**config.mk**
```make
export PLATFORM = sky130hd
export DESIGN_NAME = dda_param_loader
export DESIGN_NICKNAME = d
export VERILOG_FILES = /design/src/rtl/dda_param_loader.sv
export SDC_FILE = /design/constraint.sdc
export NUM_CORES = 1
export LEC_CHECK = 0
export CAP_MARGIN = 20
export CORE_ASPECT_RATIO = 1.5
export CORE_MARGIN = 2
export CORE_UTILIZATION = 45
export DETAILED_ROUTE_END_ITERATION = 16
export GPL_ROUTABILITY_DRIVEN = 0
export HOLD_SLACK_MARGIN = 0.08
export PLACE_DENSITY = 0.82
export SLEW_MARGIN = 20
export SYNTH_ARGS = -nofsm -noshare
export SYNTH_HDL_FRONTEND = slang
export SYNTH_SLANG_ARGS = --single-unit
```
**constraint.sdc**
```tcl
create_clock -name clk -period 2.2 [get_ports clk]
set_clock_uncertainty 0.2 [all_clocks]
set_input_delay 0.44 -clock clk [delete_from_list [all_inputs] [get_ports clk]]
set_output_delay 0.44 -clock clk [all_outputs]
set_load 0.01 [all_outputs]
```
**src/rtl/dda_param_loader.sv**
```systemverilog
// dda_param_loader: byte-wide parameter loader and step sequencer for the
// posit DDA core. Holds the five N-bit operands plus a step prescaler, and
// drives the core's rst_n/en pins: one INIT cycle, then paced integration steps.
// Optional feature macro: STEP_EN (single-step requests from IDLE via 'step').
module dda_param_loader #(
  parameter int N     = 16,
  parameter int ES    = 2,
  parameter int CNT_W = 16
) (
  input  logic             clk,
  input  logic             rst_n,
  input  logic             wr_en,
  input  logic [7:0]       wr_data,
  input  logic             ptr_clr,
  input  logic             run,
  input  logic             step,
  output logic [N-1:0]     ic1,
  output logic [N-1:0]     ic2,
  output logic [N-1:0]     vK_M,
  output logic [N-1:0]     vD_M,
  output logic [N-1:0]     dt,
  output logic             dda_rst_n,
  output logic             dda_en,
  output logic [CNT_W-1:0] step_cnt,
  output logic             busy,
  output logic             err
);

  localparam int BPW    = N / 8;
  localparam int NBYTES = 5 * BPW + 1;
  localparam int PTR_W  = $clog2(NBYTES);

  typedef enum logic [1:0] {IDLE, INIT, RUN} state_t;

  state_t              state;
  logic [NBYTES*8-1:0] regs;
  logic [PTR_W-1:0]    ptr;
  logic [7:0]          presc;
  logic [7:0]          pc;

  // ES only travels alongside the operands to the core; nothing here uses it.
  logic [ES:0] unused_es;
  assign unused_es = '0;

`ifdef STEP_EN
  logic step_q;
  logic inited;
  logic step_pend;
  logic step_rise;
  assign step_rise = step & ~step_q;
`else
  logic unused_step;
  assign unused_step = step;
`endif

  // Operands come straight out of the little-endian byte store.
  assign ic1   = regs[0*N +: N];
  assign ic2   = regs[1*N +: N];
  assign vK_M  = regs[2*N +: N];
  assign vD_M  = regs[3*N +: N];
  assign dt    = regs[4*N +: N];
  assign presc = regs[5*N +: 8];

  // Byte write port: stores at ptr only while idle, flags writes made while busy.
  always_ff @(posedge clk or negedge rst_n) begin
    if (!rst_n) begin
      regs <= '0;
      ptr  <= '0;
      err  <= 1'b0;
    end else if (ptr_clr) begin
      ptr <= '0;
      err <= 1'b0;
    end else if (wr_en) begin
      if (state == IDLE) begin
        regs[{ptr, 3'b000} +: 8] <= wr_data;
        if (ptr == PTR_W'(NBYTES - 1)) ptr <= '0;
        else                           ptr <= ptr + 1'b1;
      end else begin
        err <= 1'b1;
      end
    end
  end

  // Sequencer: IDLE -> INIT (core latches ic) -> RUN with prescaled en pulses.
  always_ff @(posedge clk or negedge rst_n) begin
    if (!rst_n) begin
      state     <= IDLE;
      dda_rst_n <= 1'b0;
      dda_en    <= 1'b0;
      step_cnt  <= '0;
      busy      <= 1'b0;
      pc        <= '0;
`ifdef STEP_EN
      step_q    <= 1'b0;
      inited    <= 1'b0;
      step_pend <= 1'b0;
`endif
    end else begin
      dda_en <= 1'b0;
`ifdef STEP_EN
      step_q <= step;
`endif
      case (state)
        IDLE: begin
          if (run) begin
            state     <= INIT;
            dda_rst_n <= 1'b0;
            dda_en    <= 1'b1;
            busy      <= 1'b1;
            step_cnt  <= '0;
            pc        <= '0;
`ifdef STEP_EN
            inited    <= 1'b1;
            step_pend <= 1'b0;
`endif
          end
`ifdef STEP_EN
          else if (step_rise) begin
            if (inited) begin
              dda_rst_n <= 1'b1;
              dda_en    <= 1'b1;
              step_cnt  <= step_cnt + CNT_W'(1);
            end else begin
              state     <= INIT;
              dda_rst_n <= 1'b0;
              dda_en    <= 1'b1;
              busy      <= 1'b1;
              step_cnt  <= '0;
              pc        <= '0;
              inited    <= 1'b1;
              step_pend <= 1'b1;
            end
          end
`endif
        end
        INIT: begin
          dda_rst_n <= 1'b1;
          dda_en    <= 1'b1;
          step_cnt  <= step_cnt + CNT_W'(1);
          pc        <= '0;
          state     <= RUN;
`ifdef STEP_EN
          if (step_pend) begin
            state     <= IDLE;
            busy      <= 1'b0;
            step_pend <= 1'b0;
          end
`endif
        end
        RUN: begin
          if (!run) begin
            state <= IDLE;
            busy  <= 1'b0;
          end else if (pc == presc) begin
            dda_en   <= 1'b1;
            step_cnt <= step_cnt + CNT_W'(1);
            pc       <= '0;
          end else begin
            pc <= pc + 8'd1;
          end
        end
        default: begin
          state <= IDLE;
          busy  <= 1'b0;
        end
      endcase
    end
  end

endmodule

```
==> run summary <==
====================================================================================
Largest net degree at the start of global routing                                116
Detailed-placement wirelength estimate                                       10.6 mm
Kind of path behind the tightest hold check                              in -> async
Worst Path Arrival                                                           2310 ps
Type of origin of the critical path                                        flip-flop
Global route overflow                                                              0
Area of the multi-input gates                                           0.00258 sq mm
Number of flops mapped to enable cells by yosys                                    0
Initial antenna violation count                                                    0
Die Footprint                                                           0.0149 sq mm
Endpoint class of the critical path                                        flip-flop
Netlist Area Pre-Place                                                  0.00627 sq mm
Maximum buffer depth of the clock tree                                             2
Tightest slew margin relative to the limit                                     57.3%
Top cell type's share of synthesized area                                      48.7%
Flop-to-flop setup slack                                                      -20 ps
Clock sink count                                                                 122
Rows                                                                              52
Combinational cell fraction of total power                                     26.2%
# IOs                                                                            114
Syn Area/Cell                                                             11.4 sq um
Proportion of synthesized flip-flops having asynchronous set or reset           100%
Most instantiated flip-flop cell in the synthesis netlist                    dfrtp_1
Initial cell density of the core                                               46.3%
Ratio of cells with drive above 1 in the final layout                          31.2%
Maximum frequency from static timing analysis                                450 MHz
GRT Util Overall                                                               21.2%
Start of the worst register-to-register path                                state[1]
Vias after detailed routing                                                     4436
Result of the run                                                       finished with violations
Mean routed wirelength per cell                                              18.5 um
Switching pwr                                                                2.08 mW
Most area-consuming cells after synthesis                               dfrtp_1 49%, mux2_2 14%, buf_4 9.8%, ha_1 2.0%, o21ai_0 1.9%
Insertion delay to the later sink of the worst-skew pair                      400 ps
Number of synthesized register bits                                              122
Diode count                                                                        0
Reg area                                                                0.00306 sq mm
Worst setup path class                                                    reg -> reg
Number of H-tree levels                                                            4
Final #Nets                                                                      665
Portion of the post-synthesis area used by sequential elements                 48.7%
Setup repair after global routing missed its margin                              yes
Total instance count after detailed placement                                    779
Yosys warning total                                                                0
Unique cell type count in the Yosys netlist                                       53
Clock buffers created by TritonCTS                                                17
Number of vias per cell after detailed routing                                  5.46
Lkg Pwr                                                                      3.76 nW
Starting DRT DRC Count                                                           156
Die height                                                                    149 um
Post-Syn Instances                                                               551
Worst R2R Path Depth                                                               7
WP data required                                                             2290 ps
Biggest area consumer among synthesized cells                                dfrtp_1
Flop pwr share                                                                 34.8%
Drt pass-1 iters                                                                   5
Transition time of the tightest slew-check pin                                640 ps
Power per Cell Area                                                      903 mW/mm^2
Worst slack on hold paths                                                     194 ps
Slew Viols, Final                                                                  0
Via count of the first global-routing pass                                      4737
Clk network pwr share                                                          39.0%
Worst Path Max Fanout                                                              8
Switching share of power                                                       28.6%
DRC Markers                                                                        0
Syn-to-layout area delta                                                       28.5%
Final Hold Fails                                                                   0
Finish-stage setup viols                                                           8
Reg clk slew, reported paths                                                   60 ps
Final wirelength                                                             15.1 mm
Count of input and output buffers                                                112
Clock tree from TritonCTS                                                      built
Violated checks                                                         negative setup slack
P_int                                                                        5.19 mW
Die Wd                                                                        100 um
Antenna viol nets, final                                                           0
# fillers                                                                       1060
Highest ir drop seen on vdd                                                 0.553 mV
Wire length of the first global-routing pass                                 24.4 mm
Post-Synthesis Net Count                                                         575
Shortest period the worst path allows                                        2220 ps
Non-filler cells, final                                                          813
Clk root buf                                                               clkbuf_16
Critical register-to-register path endpoint                                 regs[22]
Final worst slack                                                           -21.1 ps
Period utilization                                                              101%
# Max-Cap Violations                                                               0
Core Region                                                             0.0135 sq mm
====================================================================================
layout make-up:
class | count | share of cell area [%]
clock inverter | 8 | 1.48
multi-input combinational | 317 | 32.0
clock buffer | 21 | 5.96
tap | 162 | 2.52
inverter | 15 | 0.699
timing repair buffer | 168 | 19.4
sequential | 122 | 37.9
synthesized netlist by cell type, drive strengths merged (5+ instances only):
| cell type | n |
|---|---|
| o311ai | 9 |
| inv | 15 |
| dfrtp | 122 |
| xor2 | 9 |
| nand2b | 10 |
| a21oi | 12 |
| mux2 | 88 |
| ha | 10 |
| clkbuf | 8 |
| and3 | 12 |
| o21ai | 24 |
| and2 | 9 |
| nor2 | 27 |
| nand4 | 6 |
| nand2 | 27 |
| nand3 | 22 |
| buf | 89 |
| nor3 | 5 |
power groups by stage:
stage,Clock [mW],Sequential (mW),Combinational (mW)
global placement,0,2.56,1.69
detailed placement,0,2.56,1.77
finish,2.83,2.53,1.91
floorplan,0,2.59,1.01
global route,3.00,2.55,2.06
CTS,2.88,2.53,1.82
per-layer routing:
metal / part of all wire [%] / up-vias / track usage, %
met3: 3.9 / 34 / 4.65
met2: 56 / 133 / 39.3
met4: 3.0 / 0 / 9.18
met5: 0 / - / 0
met1: 37 / 2240 / 22.6
li1: - / 2029 / -
logic make-up after synthesis:
group                    Yosys count  synth area share, %
adder cells (fa/ha/maj)           10                 2.00
AND/OR/NAND/NOR                  142                 12.5
buffers and inverters            112                 11.9
flip-flops                       122                 48.7
AO/OA/AOI/OAI                     63                 6.72
multiplexers                      89                 16.4
XOR/XNOR                          13                 1.82
state kept, by name (all words and copies together), names as in the netlist:
register   count
busy           1
pc             8
dda_en         1
state          2
err            1
ptr            4
step_cnt      16
regs          88
dda_rst_n      1
through the flow:
| step | area (sq um) | setup slack [ps] | utilization [%] | total power, mW | setup TNS [ps] |
|---|---|---|---|---|---|
| after floorplan | 6290 | -1.99 | - | 3.60 | -15.9 |
| after global placement | 7320 | -207 | 54.1 | 4.25 | -10970 |
| after global routing | 8060 | -102 | 59.5 | 7.60 | -1590 |
| after detailed placement | 7320 | -294 | 54.1 | 4.33 | -15560 |
| final | 8060 | -21.1 | 59.5 | 7.27 | -80.2 |
| after CTS | 7950 | -28.3 | 58.8 | 7.23 | -61.2 |
placed cells by master, fill, tap and decap left out, types with 8 or more instances in the layout:
| cell type | synthesis | routed |
|---|---|---|
| inv_1 | 15 | 11 |
| a21oi_1 | 12 | 12 |
| buf_4 | 82 | 52 |
| mux2_2 | 80 | 72 |
| nor2_1 | 27 | 25 |
| and2_1 | 9 | 9 |
| nand2b_1 | 10 | 10 |
| nand3_1 | 22 | 22 |
| o21ai_0 | 24 | 23 |
| xor2_1 | 9 | 8 |
| dfrtp_1 | 122 | 119 |
| mux2_4 | 8 | 16 |
| and3_1 | 12 | 12 |
| clkbuf_16 | 0 | 17 |
| clkdlybuf4s50_1 | 0 | 111 |
| nand2_1 | 24 | 24 |
critical path: stages (launching register included):
cell and delay, ps:
dfrtp_1 390, inv_2 110, ha_4 180, nand2_4 70, nor4_4 350, and2b_4 240
o311ai_4 210, mux2_4 360
what timing repair did:
item	CTS	global route
buffers inserted	1	3
endpoints found under the setup margin	29	68
pin swaps	1	3
hold buffers	1	0
gates resized for setup	6	24
hold endpoints to repair	122	0
worst max-delay path by stage:
stage / from / endpoint / slack [ps] / cells past startpoint
final: state[1] / regs[22] / -20 / 7
after CTS: state[1] / step_cnt[5] / -30 / 7
after detailed placement: run / step_cnt[8] / -290 / 5
after global routing: state[1] / regs[22] / -100 / 7
after floorplan: ptr[1] / regs[16] / -2 / 7
after global placement: ptr_clr / regs[18] / -210 / 5
Power figures use the tool's default switching activity.
